[src/rtl/vga_timing_pkg.sv]
// Default VGA 640x480@60 timing constants and shared types for the timing generator.
package vga_timing_pkg;

  localparam int CNT_W = 10;

  localparam int DEF_CLK_DIV     = 4;
  localparam int DEF_H_TOTAL     = 800;
  localparam int DEF_V_TOTAL     = 525;
  localparam int DEF_H_SYNC_END  = 96;
  localparam int DEF_V_SYNC_END  = 2;
  localparam int DEF_H_ACT_START = 144;
  localparam int DEF_H_ACT_END   = 784;
  localparam int DEF_V_ACT_START = 35;
  localparam int DEF_V_ACT_END   = 515;

  typedef logic [CNT_W-1:0] cnt_t;

  typedef struct packed {
    logic hSync;
    logic vSync;
    logic bright;
  } syncState_t;

  // Half-open window test [lo, hi) done at counter width.
  function automatic logic inRange(cnt_t value, cnt_t lo, cnt_t hi);
    return (value >= lo) && (value < hi);
  endfunction

endpackage

[src/rtl/vga_timing_gen_if.sv]
// Timing outputs of the VGA generator; master drives, slave (pixel pipeline) observes.
// frameCount exists only when VGA_TIMING_FRAME_CNT_EN is defined.
interface vga_timing_gen_if;
  import vga_timing_pkg::*;

  cnt_t hCount;
  cnt_t vCount;
  logic bright;
  logic hSync;
  logic vSync;
  logic pixTick;
  logic frameStart;
`ifdef VGA_TIMING_FRAME_CNT_EN
  logic [15:0] frameCount;
`endif

  modport master (
    output hCount, vCount, bright, hSync, vSync, pixTick, frameStart
`ifdef VGA_TIMING_FRAME_CNT_EN
    , output frameCount
`endif
  );

  modport slave (
    input hCount, vCount, bright, hSync, vSync, pixTick, frameStart
`ifdef VGA_TIMING_FRAME_CNT_EN
    , input frameCount
`endif
  );

endinterface

[src/rtl/vga_pixel_clken.sv]
// Pixel clock enable: divides clk by CLK_DIV and pulses pixTick on the last divider phase.
module vga_pixel_clken
  import vga_timing_pkg::*;
#(
  parameter int CLK_DIV = DEF_CLK_DIV
) (
  input  logic clk,
  input  logic reset,
  output logic pixTick
);

  localparam int DIV_W = (CLK_DIV > 1) ? $clog2(CLK_DIV) : 1;
  localparam logic [DIV_W-1:0] DIV_LAST = DIV_W'(CLK_DIV - 1);

  logic [DIV_W-1:0] divCnt;

  always_ff @(posedge clk or negedge reset) begin
    if (!reset) begin
      divCnt <= '0;
    end else if (divCnt == DIV_LAST) begin
      divCnt <= '0;
    end else begin
      divCnt <= divCnt + DIV_W'(1);
    end
  end

  // Gated by reset so the pulse stays low in reset even when CLK_DIV is 1.
  assign pixTick = reset && (divCnt == DIV_LAST);

endmodule

[src/rtl/vga_timing_gen.sv]
// VGA timing generator: pixel/line counters with sync, active-window and frame markers.
// Define VGA_TIMING_FRAME_CNT_EN to add a 16-bit wrapping frameCount output.
module vga_timing_gen
  import vga_timing_pkg::*;
#(
  parameter int CLK_DIV     = DEF_CLK_DIV,
  parameter int H_TOTAL     = DEF_H_TOTAL,
  parameter int V_TOTAL     = DEF_V_TOTAL,
  parameter int H_SYNC_END  = DEF_H_SYNC_END,
  parameter int V_SYNC_END  = DEF_V_SYNC_END,
  parameter int H_ACT_START = DEF_H_ACT_START,
  parameter int H_ACT_END   = DEF_H_ACT_END,
  parameter int V_ACT_START = DEF_V_ACT_START,
  parameter int V_ACT_END   = DEF_V_ACT_END
) (
  input  logic            clk,
  input  logic            reset,
  vga_timing_gen_if.master vga
);

  localparam cnt_t H_LAST  = cnt_t'(H_TOTAL - 1);
  localparam cnt_t V_LAST  = cnt_t'(V_TOTAL - 1);
  localparam cnt_t H_SYNC  = cnt_t'(H_SYNC_END);
  localparam cnt_t V_SYNC  = cnt_t'(V_SYNC_END);
  localparam cnt_t H_ACT_S = cnt_t'(H_ACT_START);
  localparam cnt_t H_ACT_E = cnt_t'(H_ACT_END);
  localparam cnt_t V_ACT_S = cnt_t'(V_ACT_START);
  localparam cnt_t V_ACT_E = cnt_t'(V_ACT_END);

  cnt_t       hCount;
  cnt_t       vCount;
  logic       pixTick;
  logic       hWrap;
  logic       vWrap;
  logic       frameStart;
  syncState_t syncNow;

  vga_pixel_clken #(
    .CLK_DIV (CLK_DIV)
  ) u_pixel_clken (
    .clk     (clk),
    .reset   (reset),
    .pixTick (pixTick)
  );

  assign hWrap      = (hCount == H_LAST);
  assign vWrap      = (vCount == V_LAST);
  assign frameStart = pixTick && hWrap && vWrap;

  always_ff @(posedge clk or negedge reset) begin
    if (!reset) begin
      hCount <= '0;
    end else if (pixTick) begin
      hCount <= hWrap ? '0 : hCount + cnt_t'(1);
    end
  end

  // The line counter only moves on the pixel tick that ends a line.
  always_ff @(posedge clk or negedge reset) begin
    if (!reset) begin
      vCount <= '0;
    end else if (pixTick && hWrap) begin
      vCount <= vWrap ? '0 : vCount + cnt_t'(1);
    end
  end

  // Decoded straight from the registered counters so they never lag them.
  always_comb begin
    syncNow        = '0;
    syncNow.hSync  = (hCount >= H_SYNC);
    syncNow.vSync  = (vCount >= V_SYNC);
    syncNow.bright = inRange(hCount, H_ACT_S, H_ACT_E) && inRange(vCount, V_ACT_S, V_ACT_E);
  end

  assign vga.hCount     = hCount;
  assign vga.vCount     = vCount;
  assign vga.hSync      = syncNow.hSync;
  assign vga.vSync      = syncNow.vSync;
  assign vga.bright     = syncNow.bright;
  assign vga.pixTick    = pixTick;
  assign vga.frameStart = frameStart;

`ifdef VGA_TIMING_FRAME_CNT_EN
  logic [15:0] frameCount;

  always_ff @(posedge clk or negedge reset) begin
    if (!reset) begin
      frameCount <= '0;
    end else if (frameStart) begin
      frameCount <= frameCount + 16'd1;
    end
  end

  assign vga.frameCount = frameCount;
`endif

endmodule

[src/flat_wrapper.sv]
// flat-port wrapper written by rule: the top's interface ports become plain ports
module vga_timing_gen_flat import vga_timing_pkg::*;
#(
  parameter int CLK_DIV     = DEF_CLK_DIV,
  parameter int H_TOTAL     = DEF_H_TOTAL,
  parameter int V_TOTAL     = DEF_V_TOTAL,
  parameter int H_SYNC_END  = DEF_H_SYNC_END,
  parameter int V_SYNC_END  = DEF_V_SYNC_END,
  parameter int H_ACT_START = DEF_H_ACT_START,
  parameter int H_ACT_END   = DEF_H_ACT_END,
  parameter int V_ACT_START = DEF_V_ACT_START,
  parameter int V_ACT_END   = DEF_V_ACT_END
)
  (clk, reset, vga_hCount, vga_vCount, vga_bright, vga_hSync, vga_vSync, vga_pixTick, vga_frameStart);
  vga_timing_gen_if vga_i ();
  input  logic clk;
  input  logic reset;
  output wire logic [$bits(vga_i.hCount)-1:0] vga_hCount;
  output wire logic [$bits(vga_i.vCount)-1:0] vga_vCount;
  output wire logic [$bits(vga_i.bright)-1:0] vga_bright;
  output wire logic [$bits(vga_i.hSync)-1:0] vga_hSync;
  output wire logic [$bits(vga_i.vSync)-1:0] vga_vSync;
  output wire logic [$bits(vga_i.pixTick)-1:0] vga_pixTick;
  output wire logic [$bits(vga_i.frameStart)-1:0] vga_frameStart;
  assign vga_hCount = vga_i.hCount;
  assign vga_vCount = vga_i.vCount;
  assign vga_bright = vga_i.bright;
  assign vga_hSync = vga_i.hSync;
  assign vga_vSync = vga_i.vSync;
  assign vga_pixTick = vga_i.pixTick;
  assign vga_frameStart = vga_i.frameStart;
  vga_timing_gen #(.CLK_DIV(CLK_DIV), .H_TOTAL(H_TOTAL), .V_TOTAL(V_TOTAL), .H_SYNC_END(H_SYNC_END), .V_SYNC_END(V_SYNC_END), .H_ACT_START(H_ACT_START), .H_ACT_END(H_ACT_END), .V_ACT_START(V_ACT_START), .V_ACT_END(V_ACT_END)) u_core (.clk(clk), .reset(reset), .vga(vga_i));
endmodule
[config.mk]
export PLATFORM = sky130hd
export DESIGN_NAME = vga_timing_gen_flat
export DESIGN_NICKNAME = d
export VERILOG_FILES = /design/src/rtl/vga_timing_pkg.sv /design/src/rtl/vga_timing_gen_if.sv /design/src/rtl/vga_pixel_clken.sv /design/src/rtl/vga_timing_gen.sv /design/src/flat_wrapper.sv
export SDC_FILE = /design/constraint.sdc
export NUM_CORES = 1
export LEC_CHECK = 0
export BUFFER_PORTS_ARGS = -buffer_cell sky130_fd_sc_hd__buf_2
export CELL_PAD_IN_SITES_DETAIL_PLACEMENT = 1
export CELL_PAD_IN_SITES_GLOBAL_PLACEMENT = 1
export CORE_ASPECT_RATIO = 0.7
export CORE_MARGIN = 1.5
export CORE_UTILIZATION = 46
export CTS_BUF_LIST = sky130_fd_sc_hd__clkbuf_4
export DETAILED_ROUTE_END_ITERATION = 8
export PLACE_DENSITY_LB_ADDON = 0.1
export SYNTH_ARGS = -nofsm -noshare
export SYNTH_HDL_FRONTEND = slang
export SYNTH_SLANG_ARGS = --single-unit
export TNS_END_PERCENT = 1
[constraint.sdc]
create_clock -name clk -period 4.7 [get_ports clk]
set_input_delay 0.705 -clock clk [delete_from_list [all_inputs] [get_ports clk]]
set_output_delay 0.705 -clock clk [all_outputs]
set_load 0.03 [all_outputs]
==> results of run 1 <==
==> registers in the layout, summed over array words and instances, names as in the netlist <==
register / count
u_core.vga.hCount: 10
u_core.u_pixel_clken.divCnt: 2
u_core.vga.vCount: 10
==> power by group through the flow <==
stage	combinational, mW	clock (mW)	sequential [mW]
after floorplan	0.0217	0	0.259
after global placement	0.0761	0	0.233
after detailed placement	0.0795	0	0.233
after CTS	0.0797	0.0892	0.229
after global routing	0.0849	0.0948	0.233
final	0.0783	0.0853	0.230
==> cells in the mapped netlist (all sizes together) (2+ instances only) <==
cell type  instances
mux2i              2
nor3               4
and3               6
or4                2
nor2               7
xnor2              9
nand4              8
inv                5
buf                3
nand2              9
and4               5
a31oi              2
nor4               3
dfrtp             22
and2               2
nand3              7
ha                 6
o21ai              8
==> final cells by class <==
class                   instances  area, um2  share of cell area
multi-input cells              93        641               0.455
flip-flops and latches         22        551               0.391
repair buffers                 26        130              0.0924
well taps                      34       42.5              0.0302
clock buffers                   3       22.5              0.0160
inverters                       5       18.8              0.0133
clock inverters                 1       3.75             0.00266
==> routing by layer <==
metal / share of wire / vias to the layer above
met3: 0.038 / 7
met4: 0.024 / 0
met2: 0.44 / 20
met1: 0.49 / 509
li1: - / 508
met5: 0 / -
==> critical path: stages, from the launching register on <==
cell and delay, ns:
dfrtp_1 0.47, nor4_1 0.54, nand2_1 0.14, or4_1 0.44, buf_2 0.20
==> cells by family after synthesis <==
group	synth area share
AOI/OAI and AO/OA	0.0946
xor gates and xnor gates	0.0697
adders and majority gates	0.0598
buffers and inverters	0.0518
DFF	0.438
muxes	0.0159
and+or+nand+nor	0.270
==> worst max path at each step <==
stage / from / endpoint / slack (ns) / cells after the start
after floorplan: u_core.vga.hCount[5]$_DFFE_PN0P_ / vga_bright / 2.36 / 4
after global placement: reset / vga_frameStart / 2.05 / 5
after detailed placement: reset / vga_frameStart / 1.99 / 5
after CTS: u_core.vga.vCount[6]$_DFFE_PN0P_ / vga_vSync / 1.90 / 4
after global routing: u_core.vga.vCount[6]$_DFFE_PN0P_ / vga_vSync / 1.72 / 4
final: u_core.vga.vCount[6]$_DFFE_PN0P_ / vga_vSync / 1.89 / 4
==> per-stage QoR <==
stage               setup WS, ns  instance area (um2)  total power [mW]  hold WS (ns)   util
floorplan                   2.36                 1260             0.281         0.403      -
global placement            2.05                 1380             0.309         0.415  0.546
detailed placement          1.99                 1380             0.313         0.443  0.546
CTS                         1.90                 1410             0.398         0.347  0.556
global route                1.72                 1410             0.413         0.376  0.556
finish                      1.89                 1410             0.394         0.334  0.556
==> impl_metrics.json, run 1 <==
{
  "drc": 0,
  "synthArstFlopShare": 1.00,
  "critPathKind": "reg -> out",
  "stdcell_count": 184,
  "p_switching_mw": 0.134,
  "dpl.hpwl_mm": 2.27,
  "ir_drop_v": 0.000237,
  "ys_seq_area_frac": 0.438,
  "tightest_slew_ns": 0.688,
  "n_antenna_cell": 0,
  "final_cell_mix": "buf_2 (26), dfrtp_1 (22), nand2_1 (9), xnor2_1 (9)",
  "fin_crit_ns": 2.81,
  "ant_nets": 0,
  "vias": 1044,
  "ys_ff_latch": 22,
  "yosys.area.top_type": "dfrtp_1",
  "placedCellCount": 180,
  "r2r_cells": 4,
  "grt.total_usage": 0.223,
  "num_io_pins": 27,
  "p_comb_frac": 0.199,
  "crit_arrival_ns": 2.11,
  "routed_wl_mm": 3.04,
  "cts_made_buffers": 3,
  "area_delta_synth_final_pct": 12.2,
  "grt_antenna_before_repair": 0,
  "grt_pass1_wl_mm": 4.86,
  "die_w_um": 65.5,
  "layout-drive-gt1-share": 0.220,
  "place.gp.congestion": 0.779,
  "initial_core_util": 0.496,
  "fp.dieH_um": 46.7,
  "rsz0062_at_grt": "false",
  "max_freq_mhz": 356,
  "synth_nets": 132,
  "wl_per_cell_um": 16.5,
  "clk_path_buf_depth": 2,
  "grt_pass1_vias": 966,
  "nets": 159,
  "final_common_cell": "buf_2",
  "use_met2": 0.343,
  "synth_edf_count": 0,
  "seqPwrFrac": 0.584,
  "ys_types": 36,
  "status": "finished, final reports clean",
  "setup_tns_ns": 0,
  "sw_frac_of_total": 0.340,
  "cp-end-kind": "output port",
  "grt_max_degree": 25,
  "die_area_mm2": 0.00306,
  "ys_warn_count": 0,
  "synth_top_cell_area_share": 0.438,
  "rrSetupSlack_ns": 2.66,
  "rr_startpoint": "u_core.vga.hCount[5]$_DFFE_PN0P_",
  "hold_violations": 0,
  "crit_required_ns": 3.99,
  "crit_path_start_kind": "flop",
  "drt_pass1_iterations": 4,
  "powerDensity_mw_per_mm2": 279,
  "leakagePower_nw": 0.722,
  "clock_skew_ns": 0.0146,
  "cts_tree": "yes",
  "top_usage_layer": "met2",
  "syn-mean-instance-area_um2": 10.1,
  "clkPwrFrac": 0.217,
  "cts_setup_buffers": 0,
  "num_rows": 15,
  "max-slew-margin-rel": 0.537,
  "report.final.setup_viol": 0,
  "hold_buffers": 0,
  "synthFlopType": "dfrtp_1",
  "cts_root_buf": "clkbuf_4",
  "drv_cap": 0,
  "power.internal_mw": 0.260,
  "drt_iter0_drc": 49,
  "netlist_area_mm2": 0.00126,
  "io_buffers": 26,
  "path_max_fanout": 7,
  "reg2reg_to": "u_core.vga.vCount[9]$_DFFE_PN0P_",
  "post-route-period-util": 0.598,
  "via_per_inst": 5.67,
  "coreArea_mm2": 0.00253,
  "cts_sinks": 22,
  "hold_path_class": "in -> async",
  "grt.overflow.total": 0,
  "postSynthCellCount": 124,
  "grt_use_met1": 0.306,
  "insertion_delay_ns": 0.31,
  "use_met3": 0.0538,
  "post_cts_resized": 0,
  "synth_area_leaders": "dfrtp_1 (44%), xnor2_1 (6.3%), ha_1 (6.0%)",
  "slew_violations": 0,
  "cts_max_level": 1,
  "clk_pin_slew_ns": 0.12,
  "fillers": 298
}
(Power assumes the default switching activity.)
==> run 2: changes to the inputs <==
--- a/config.mk
+++ b/config.mk
@@ -10,7 +10,7 @@
 export CELL_PAD_IN_SITES_GLOBAL_PLACEMENT = 1
 export CORE_ASPECT_RATIO = 0.7
 export CORE_MARGIN = 1.5
-export CORE_UTILIZATION = 46
+export CORE_UTILIZATION = 38
 export CTS_BUF_LIST = sky130_fd_sc_hd__clkbuf_4
 export DETAILED_ROUTE_END_ITERATION = 8
 export PLACE_DENSITY_LB_ADDON = 0.1
==> constraint.sdc (replaced) <==
create_clock -name clk -period 2.3 [get_ports clk]
set_input_delay 0.345 -clock clk [delete_from_list [all_inputs] [get_ports clk]]
set_output_delay 0.345 -clock clk [all_outputs]
set_load 0.03 [all_outputs]
==> impl_metrics.json, run 2 (synthesis gave the netlist of run 1 again) <==
{
  "clkPwrFrac": 0.222,
  "violations": "design-rule violations",
  "path_max_fanout": 8,
  "n_antenna_cell": 0,
  "status": "finished, violations left",
  "crit_path_start_kind": "flop",
  "cts_sinks": 22,
  "layout-drive-gt1-share": 0.329,
  "cts_max_level": 1,
  "cts_tree": "yes",
  "cts_root_buf": "clkbuf_4",
  "ant_nets": 0,
  "io_buffers": 26,
  "powerDensity_mw_per_mm2": 548,
  "drc": 1,
  "cp-end-kind": "output port",
  "drv_cap": 0,
  "place_area_mm2": 0.00142,
  "setup_tns_ns": 0,
  "clk_pin_slew_ns": 0.14,
  "p_switching_mw": 0.293,
  "crit_required_ns": 1.96,
  "grt_antenna_before_repair": 0,
  "die_w_um": 71.7,
  "max_freq_mhz": 449,
  "design_area_mm2": 0.00153,
  "slew_violations": 0,
  "crit_arrival_ns": 1.88,
  "insertion_delay_ns": 0.31,
  "num_rows": 17,
  "fp.dieH_um": 51.1,
  "fillers": 363,
  "area_delta_synth_final_pct": 21.7,
  "wl_per_cell_um": 17.3,
  "drt_iter0_drc": 64,
  "max-slew-margin-rel": 0.526,
  "via_per_inst": 5.71,
  "nets": 167,
  "coreArea_mm2": 0.00315,
  "grt.overflow.total": 0,
  "hold_violations": 0,
  "initial_core_util": 0.399,
  "stdcell_count": 196,
  "largestRegisters": "u_core.vga.hCount x10, u_core.vga.vCount x10, u_core.u_pixel_clken.divCnt x2",
  "fin_crit_ns": 2.23,
  "routed_wl_mm": 3.40,
  "cts_made_buffers": 3,
  "grt_pass1_wl_mm": 5.53,
  "ir_drop_v": 0.000342,
  "grt.total_usage": 0.195,
  "report.final.setup_viol": 0,
  "clock_skew_ns": 0.0135,
  "p_comb_frac": 0.215,
  "post-route-period-util": 0.969,
  "placedCellCount": 188,
  "utilization": 0.486,
  "final_cell_mix": "buf_2 (25), dfrtp_1 (15), nand2_1 (9), xnor2_1 (9)",
  "power.internal_mw": 0.545,
  "dpl.hpwl_mm": 2.41,
  "hold_path_class": "in -> async",
  "grt_max_degree": 19,
  "tightest_slew_ns": 0.704,
  "rsz0062_at_grt": "false",
  "die_area_mm2": 0.00367,
  "critPathKind": "reg -> out",
  "num_io_pins": 27,
  "clk_path_buf_depth": 2,
  "place.gp.congestion": 0.833,
  "grt_pass1_vias": 1060,
  "sw_frac_of_total": 0.350,
  "leakagePower_nw": 0.756,
  "final_common_cell": "buf_2",
  "seqPwrFrac": 0.563,
  "vias": 1120,
  "r2r_cells": 5,
  "drt_pass1_iterations": 8
}
## run 2: worst paths after layout
kind	startpoint	end	slack, ns
worst max-delay path	u_core.vga.hCount[5]$_DFFE_PN0P_	vga_bright	0.07
worst min-delay path	reset	u_core.vga.hCount[8]$_DFFE_PN0P_	0.04
worst max register to register	u_core.u_pixel_clken.divCnt[0]$_DFF_PN0_	u_core.vga.hCount[9]$_DFFE_PN0P_	0.51
worst min register to register	u_core.u_pixel_clken.divCnt[0]$_DFF_PN0_	u_core.u_pixel_clken.divCnt[0]$_DFF_PN0_	0.44
max in group asynchronous	reset	u_core.u_pixel_clken.divCnt[0]$_DFF_PN0_	1.64
min in group clk	u_core.u_pixel_clken.divCnt[0]$_DFF_PN0_	u_core.u_pixel_clken.divCnt[0]$_DFF_PN0_	0.44
## run 2: layout make-up
class | instances | area, um2 | area share
well taps | 38 | 47.5 | 0.0311
multi-input cells | 93 | 682 | 0.446
repair buffers | 34 | 195 | 0.128
flip-flops and latches | 22 | 559 | 0.366
inverters | 5 | 18.8 | 0.0123
clock inverters | 1 | 3.75 | 0.00245
clock buffers | 3 | 22.5 | 0.0147
## run 2: repair_timing
item,4_1_cts,5_1_grt
pin swaps,1,2
buffers inserted,0,3
setup endpoints to repair,2,2
gates resized for setup,5,10
endpoints found under the hold margin,4,0
hold buffers,1,0
## run 2: power groups by stage
stage,clock [mW],sequential (mW),combinational [mW]
final,0.186,0.472,0.180
after global routing,0.217,0.477,0.200
after CTS,0.195,0.476,0.168
after detailed placement,0,0.483,0.160
after global placement,0,0.477,0.159
after floorplan,0,0.530,0.0444
## run 2: metal layers
metal	global-route usage	up-vias	share of wire
met4	0.0409	0	0.014
li1	-	527	-
met1	0.295	570	0.51
met3	0.0473	6	0.026
met5	0	-	0
met2	0.281	17	0.45
## run 2: per-stage QoR
step                      hold slack (ns)  power (mW)  worst slack [ns]
after floorplan                    0.0494       0.574             0.318
after CTS                          0.0290       0.839            0.0121
after global placement              0.186       0.636             0.331
after global routing               0.0299       0.894           0.00757
final                              0.0370       0.838            0.0705
after detailed placement            0.190       0.643             0.289
## run 2: critical path, cell delays in order, from the launching register on
cell     delay [ns]
dfrtp_2        0.51
or4_4          0.55
a31oi_4        0.19
o211a_1        0.17
buf_4          0.15
